`config.mk`:
```
export PLATFORM = sky130hd
export DESIGN_NAME = div_iter_unit
export DESIGN_NICKNAME = d
export VERILOG_FILES = /design/src/rtl/div_pkg.sv /design/src/rtl/div_step.sv /design/src/rtl/div_iter_unit.sv
export SDC_FILE = /design/constraint.sdc
export NUM_CORES = 1
export LEC_CHECK = 0
export ABC_AREA = 1
export CAP_MARGIN = 20
export CORE_UTILIZATION = 52
export DETAILED_ROUTE_END_ITERATION = 10
export GPL_TIMING_DRIVEN = 0
export PLACE_DENSITY = 0.73
export REMOVE_ABC_BUFFERS = 1
export SETUP_SLACK_MARGIN = 0.1
export SLEW_MARGIN = 20
export SYNTH_ARGS = -nofsm -noshare
export SYNTH_HDL_FRONTEND = slang
export SYNTH_HIERARCHICAL = 1
export SYNTH_SLANG_ARGS = --single-unit
```
`constraint.sdc`:
```
create_clock -name clk -period 16.7 [get_ports clk]
set_input_delay 1.67 -clock clk [delete_from_list [all_inputs] [get_ports clk]]
set_output_delay 1.67 -clock clk [all_outputs]
set_load 0.1 [all_outputs]
```
`src/rtl/div_pkg.sv`:
```
// -----------------------------------------------------------------------------
// div_pkg
// Shared types and helpers for the iterative divider (div_iter_unit).
//   div_state_t : FSM states IDLE -> PREP -> CALC -> FIX -> DONE
//   HILO_*      : HI/LO write-enable encodings driven while a divide is in EX
//   abs_w       : two's-complement magnitude of a zero-extended value
// -----------------------------------------------------------------------------
package div_pkg;

  // Widest operand abs_w can handle; div_iter_unit WIDTH must not exceed it.
  localparam int DIV_MAX_W = 64;

  localparam logic [2:0] ENC_IDLE = 3'd0;
  localparam logic [2:0] ENC_PREP = 3'd1;
  localparam logic [2:0] ENC_CALC = 3'd2;
  localparam logic [2:0] ENC_FIX  = 3'd3;
  localparam logic [2:0] ENC_DONE = 3'd4;

  typedef enum logic [2:0] {
    IDLE = ENC_IDLE,
    PREP = ENC_PREP,
    CALC = ENC_CALC,
    FIX  = ENC_FIX,
    DONE = ENC_DONE
  } div_state_t;

  localparam logic [1:0] HILO_NONE = 2'b00;
  localparam logic [1:0] HILO_BOTH = 2'b11;

  // Magnitude of a value held in the low bits of val (upper bits zero).
  // The caller truncates the result back to its own width, so the most
  // negative number maps onto its own bit pattern, read as unsigned.
  function automatic logic [DIV_MAX_W-1:0] abs_w(input logic [DIV_MAX_W-1:0] val,
                                                 input logic              is_neg);
    return is_neg ? -val : val;
  endfunction

endpackage

```
`src/rtl/div_step.sv`:
```
// -----------------------------------------------------------------------------
// div_step
// Combinational slice of a restoring divider: STEP chained shift/compare/
// subtract stages, retiring STEP quotient bits (MSB first).
//   i_rem   [WIDTH:0]   partial remainder entering the slice
//   i_bits  [STEP-1:0]  next dividend bits, MSB first
//   i_dvs   [WIDTH-1:0] divisor magnitude
//   o_rem   [WIDTH:0]   partial remainder leaving the slice
//   o_qbits [STEP-1:0]  quotient bits produced, MSB first
// -----------------------------------------------------------------------------
module div_step
  import div_pkg::*;
#(
  parameter int WIDTH = 32,
  parameter int STEP  = 1
) (
  input  logic [WIDTH:0]   i_rem,
  input  logic [STEP-1:0]  i_bits,
  input  logic [WIDTH-1:0] i_dvs,
  output logic [WIDTH:0]   o_rem,
  output logic [STEP-1:0]  o_qbits
);

  logic [WIDTH:0] w_r;
  logic [WIDTH:0] w_trial;

  always_comb begin
    // NOTE: every variable gets a default before any branch, so no path
    // through the block leaves one unassigned and no latch is inferred.
    w_r     = i_rem;
    w_trial = '0;
    o_qbits = '0;
    // NOTE: blocking assignments chain the stages within one evaluation;
    // each stage reads the remainder the previous stage just produced.
    for (int k = STEP - 1; k >= 0; k--) begin
      // Remainder stays below the divisor, so bit WIDTH-1 is the top live bit.
      w_trial = {w_r[WIDTH-1:0], i_bits[k]};
      if (w_trial >= {1'b0, i_dvs}) begin
        w_r        = w_trial - {1'b0, i_dvs};
        o_qbits[k] = 1'b1;
      end else begin
        w_r = w_trial;
      end
    end
    o_rem = w_r;
  end

endmodule

```
`src/rtl/div_iter_unit.sv`:
```
// -----------------------------------------------------------------------------
// div_iter_unit
// Multi-cycle DIV/DIVU unit for the EX stage. Restoring division, STEP
// quotient bits per CALC cycle; quotient goes to LO, remainder to HI.
// Also produces the pipeline stall and the HI/LO write enables.
//
// Parameters: WIDTH (even, >= 8), STEP (1, 2 or 4, divides WIDTH).
// Optional:   define DIV_EARLY_EXIT_EN to skip CALC when the divisor is zero
//             or |dividend| < |divisor| (result then in 3 cycles).
//
// Ports:
//   clk, resetn           clock; synchronous active-low reset
//   valid_i               EX holds a DIV/DIVU
//   signed_i              1 = DIV, 0 = DIVU (sampled at accept)
//   dividend_i/divisor_i  operands (sampled at accept)
//   annul_i               flush of EX; kills the operation in flight
//   hilo_we_i             HI/LO enables from decode for non-divide ops
//   stall_o               valid_i & ~ready_o
//   ready_o               one-cycle result-valid pulse (DONE)
//   quotient_o            registered quotient
//   remainder_o           registered remainder
//   hilo_we_o             valid_i ? (ready_o ? 11 : 00) : hilo_we_i
// -----------------------------------------------------------------------------
module div_iter_unit
  import div_pkg::*;
#(
  parameter int WIDTH = 32,
  parameter int STEP  = 1
) (
  input  logic             clk,
  input  logic             resetn,
  input  logic             valid_i,
  input  logic             signed_i,
  input  logic [WIDTH-1:0] dividend_i,
  input  logic [WIDTH-1:0] divisor_i,
  input  logic             annul_i,
  input  logic [1:0]       hilo_we_i,
  output logic             stall_o,
  output logic             ready_o,
  output logic [WIDTH-1:0] quotient_o,
  output logic [WIDTH-1:0] remainder_o,
  output logic [1:0]       hilo_we_o
);

  localparam int N_ITER = WIDTH / STEP;
  localparam int CNT_W  = $clog2(N_ITER + 1);

  if ((WIDTH % 2) != 0 || WIDTH < 8 || WIDTH > DIV_MAX_W ||
      !(STEP == 1 || STEP == 2 || STEP == 4) || (WIDTH % STEP) != 0) begin : g_param_err
    $error("div_iter_unit: illegal WIDTH/STEP combination");
  end

  div_state_t       r_state;
  div_state_t       w_next;
  logic [CNT_W-1:0] r_cnt;

  // Operands as accepted, kept raw for the divide-by-zero remainder.
  logic             r_signed;
  logic [WIDTH-1:0] r_dividend;
  logic [WIDTH-1:0] r_divisor;

  // Working registers: r_quo starts as |dividend| and shifts into the quotient.
  logic [WIDTH-1:0] r_quo;
  logic [WIDTH:0]   r_rem;
  logic [WIDTH-1:0] r_dvs;
  logic             r_neg_q;
  logic             r_neg_r;
  logic             r_div_zero;

  logic [WIDTH-1:0] r_quotient;
  logic [WIDTH-1:0] r_remainder;

  logic             w_accept;
  logic [WIDTH-1:0] w_abs_dvd;
  logic [WIDTH-1:0] w_abs_dvs;
  logic [WIDTH:0]   w_step_rem;
  logic [STEP-1:0]  w_step_q;

  assign w_accept  = (r_state == IDLE) & valid_i & ~annul_i;
  assign w_abs_dvd = WIDTH'(abs_w(DIV_MAX_W'(r_dividend), r_signed & r_dividend[WIDTH-1]));
  assign w_abs_dvs = WIDTH'(abs_w(DIV_MAX_W'(r_divisor),  r_signed & r_divisor[WIDTH-1]));

`ifdef DIV_EARLY_EXIT_EN
  logic w_early;
  assign w_early = (r_divisor == '0) | (w_abs_dvd < w_abs_dvs);
`endif

  div_step #(
    .WIDTH (WIDTH),
    .STEP  (STEP)
  ) u_step (
    .i_rem   (r_rem),
    .i_bits  (r_quo[WIDTH-1 -: STEP]),
    .i_dvs   (r_dvs),
    .o_rem   (w_step_rem),
    .o_qbits (w_step_q)
  );

  // ---------------------------------------------------------------- FSM
  always_ff @(posedge clk) begin
    // NOTE: sequential state uses non-blocking assignments so every register
    // samples the pre-edge values, independent of statement order.
    if (!resetn) r_state <= IDLE;
    else         r_state <= w_next;
  end

  always_comb begin
    w_next = r_state;
    case (r_state)
      IDLE: if (w_accept) w_next = PREP;
`ifdef DIV_EARLY_EXIT_EN
      PREP: w_next = w_early ? FIX : CALC;
`else
      PREP: w_next = CALC;
`endif
      CALC: if (r_cnt == CNT_W'(1)) w_next = FIX;
      FIX:  w_next = DONE;
      DONE: w_next = IDLE;
      default: w_next = IDLE;
    endcase
    // A flush wins over everything, including a same-cycle accept.
    if (annul_i) w_next = IDLE;
  end

  // -------------------------------------------- counter and result registers
  always_ff @(posedge clk) begin
    if (!resetn) begin
      r_cnt       <= '0;
      r_quotient  <= '0;
      r_remainder <= '0;
    end else begin
      case (r_state)
        PREP:    r_cnt <= CNT_W'(N_ITER);
        CALC:    r_cnt <= r_cnt - CNT_W'(1);
        default: r_cnt <= r_cnt;
      endcase
      // Results survive annul; a flushed op never overwrites them.
      if (r_state == FIX && !annul_i) begin
        if (r_div_zero) begin
          r_quotient  <= '1;
          r_remainder <= r_dividend;
        end else begin
          r_quotient  <= r_neg_q ? -r_quo : r_quo;
          r_remainder <= r_neg_r ? -r_rem[WIDTH-1:0] : r_rem[WIDTH-1:0];
        end
      end
    end
  end

  // ------------------------------------------------------------ datapath
  // NOTE: datapath registers carry no reset; each is loaded in IDLE/PREP
  // before anything reads it, so reset would only add fan-out.
  always_ff @(posedge clk) begin
    case (r_state)
      IDLE: begin
        if (w_accept) begin
          r_signed   <= signed_i;
          r_dividend <= dividend_i;
          r_divisor  <= divisor_i;
        end
      end
      PREP: begin
        r_quo      <= w_abs_dvd;
        r_rem      <= '0;
        r_dvs      <= w_abs_dvs;
        r_neg_q    <= r_signed & (r_dividend[WIDTH-1] ^ r_divisor[WIDTH-1]);
        r_neg_r    <= r_signed & r_dividend[WIDTH-1];
        r_div_zero <= (r_divisor == '0);
`ifdef DIV_EARLY_EXIT_EN
        // Skipped CALC: quotient 0, remainder is the dividend magnitude.
        if (w_early) begin
          r_quo <= '0;
          r_rem <= {1'b0, w_abs_dvd};
        end
`endif
      end
      CALC: begin
        r_rem <= w_step_rem;
        r_quo <= {r_quo[WIDTH-STEP-1:0], w_step_q};
      end
      default: ;
    endcase
  end

  // ------------------------------------------------------------- outputs
  assign ready_o     = (r_state == DONE);
  assign stall_o     = valid_i & ~ready_o;
  assign hilo_we_o   = valid_i ? (ready_o ? HILO_BOTH : HILO_NONE) : hilo_we_i;
  assign quotient_o  = r_quotient;
  assign remainder_o = r_remainder;

endmodule

```
==> summary.md <==
| Metric | Value |
|---|---|
| Most used cell along the critical path | `clkdlybuf4s50_1` |
| Setup TNS | `0 ns` |
| Post-layout nets | `2375` |
| Largest net degree at the start of global routing | `66` |
| CP max stage delay | `1.14 ns` |
| Area growth syn-to-layout | `16.7%` |
| Drt wl/cell | `15.8 um` |
| WS Path Type | `in -> out` |
| DRT antenna net count | `0` |
| Syn Area/Cell | `7.16 um^2` |
| Met1 wire length | `18.9 mm` |
| CTS H-Tree Depth | `1` |
| Final WS setup | `11.54 ns` |
| Post-CTS Hold Fix Bufs | `0` |
| Clock Sinks | `237` |
| Critical Path RT | `15.03 ns` |
| Vias in the first global route | `13300` |
| Slew at the pin closest to its max-slew limit | `1.08 ns` |
| Detailed-route via count | `14300` |
| CTS tree | `built` |
| Clock period minus worst slack | `5.16 ns` |
| Met3 wire length | `3.52 mm` |
| GRT overflow | `0` |
| Worst vdd ir | `0.0747 mV` |
| Mapped Area | `15400 um^2` |
| CP max stage cell | `clkdlybuf4s50_1` |
| Period utilization | `0.309` |
| Status | `completed` |
| Global-route wire length before repair | `68.1 mm` |
| Peak Freq | `194 MHz` |
| Final setup vio count | `0` |
| Crit-path cells | `clkdlybuf4s50_1 > inv_1 > nor2_1 > clkdlybuf4s50_1` |
| CTS Buf Count | `27` |
| Final Hold Fails | `0` |
| Clock Latency Late Sink | `0.56 ns` |
| CP arrival | `3.49 ns` |
| Worst setup SP type | `input port` |
| Leakage | `8.13 nW` |
| CTS resizes | `0` |
| Row cnt | `62` |
| Clock-pin transition on the worst setup and hold timing paths | `0.06 ns` |
| Max_slew headroom | `0.278` |
| Placed instance count | `2619` |
| Cell Pwr Density | `78.5 nW/um^2` |
| Wirelength, routed | `42.1 mm` |
| DR iter-0 viols | `1326` |
| Overall Power | `0.00141 W` |
| First-pass iteration count of the detailed router | `7` |
| YS warnings | `6` |
| Skew final | `0.0139 ns` |
| Initial Util | `0.532` |
| Post-route DRC | `0` |
| Endpoint class of the critical path | `primary output` |
| Vias per cell | `5.35` |
| Total GRT Usage | `0.280` |
| RSZ-0062 raised after global routing | `false` |
| DPL Wire Length | `32.0 mm` |
| Ratio of cells with drive above 1 in the final layout | `0.0582` |
| Final hold slack | `0.468 ns` |
| Root buf cell | `clkbuf_16` |
| Core area | `28900 um^2` |
| Placer Congestion | `0.940` |
| Worst min path class | `reg -> reg` |
| Diodes inserted | `0` |
| Max Buffers Root-to-Sink | `3` |
| Initial antenna violation count | `0` |
| Die area | `30300 um^2` |
| Mapped Cells | `2149` |
| Max cap viols | `0` |
| I/O Pins | `139` |
| Fin. max-slew vios | `0` |
| Die height | `174 um` |
| IO Port Bufs | `138` |
| Pre-CTS setup slack | `11.54 ns` |
| Worst Path Max Fanout | `4` |
| Post-CTS Setup Bufs | `0` |
| Final std cells w/o fill | `2669` |
| Die width | `174 um` |
| Top layer in use | `met4` |
| Metal2 WL | `18.7 mm` |
-- registers in the layout, summed over array words and instances (netlist names) --
name	cells
quotient_o	32
r_cnt	6
r_div_zero	1
r_dividend	32
r_divisor	32
r_dvs	32
r_neg_q	1
r_neg_r	1
r_quo	32
r_rem	32
r_signed	1
r_state	3
remainder_o	32
-- layer usage --
metal / vias up / track usage
met5: - / 0
met4: 0 / 0.0837
met3: 85 / 0.0459
met2: 564 / 0.449
met1: 6532 / 0.389
li1: 7105 / -
-- per-stage QoR --
step                      utilization  instance area [um^2]
after floorplan                     -                 15100
after global placement          0.586                 17000
after detailed placement        0.591                 17100
after CTS                       0.620                 17900
after global routing            0.621                 18000
final                           0.621                 18000
-- cell type report --
cell class                 instances  area (um^2)
fill                            2605        11000
multi-input combinational       1512         7460
inverter                         338         1270
clock buffer                      34          702
clock inverter                    15          141
sequential                       237         6390
timing repair buffer             149         1530
tap                              384          480
-- worst max-delay path: cells and delay by family --
| kind | cells | cell delay [ns] |
|---|---|---|
| buffers and inverters | 3 | 1.70 |
| AND/OR/NAND/NOR | 1 | 0.11 |
-- path summary, 6_finish.rpt --
kind,from,end,slack (ns),cells after the start
worst min-delay path,remainder_o[5]$_SDFFE_PN0P_,remainder_o[5]$_SDFFE_PN0P_,0.47,2
worst max register to register,r_rem[23]$_SDFFCE_PN0N_,r_rem[28]$_SDFFCE_PN0N_,13.31,15
worst min register to register,remainder_o[5]$_SDFFE_PN0P_,remainder_o[5]$_SDFFE_PN0P_,0.47,2
worst max-delay path,valid_i,stall_o,11.54,4
-- power by group --
group	switching [W]	internal (W)	leakage, nW	total (W)
clock network	0.000249	0.000329	0.413	0.000579
logic	0.000103	0.0000610	5.61	0.000164
registers	0.0000186	0.000650	2.11	0.000668
-- placed cells by master, fill, tap and decap left out, types with 15 or more instances in the layout --
| cell type | n |
|---|---|
| o21ai_0 | 96 |
| inv_1 | 322 |
| nand3b_1 | 15 |
| nand2_1 | 610 |
| nand3_1 | 162 |
| nand4_1 | 23 |
| xor2_1 | 53 |
| a21oi_1 | 94 |
| clkbuf_16 | 27 |
| clkdlybuf4s50_1 | 138 |
| ha_1 | 38 |
| xnor2_1 | 19 |
| dfxtp_1 | 73 |
| nand3_2 | 18 |
| edfxtp_1 | 164 |
| nor2_1 | 249 |
| nor3_1 | 23 |
(Power assumes the default switching activity.)
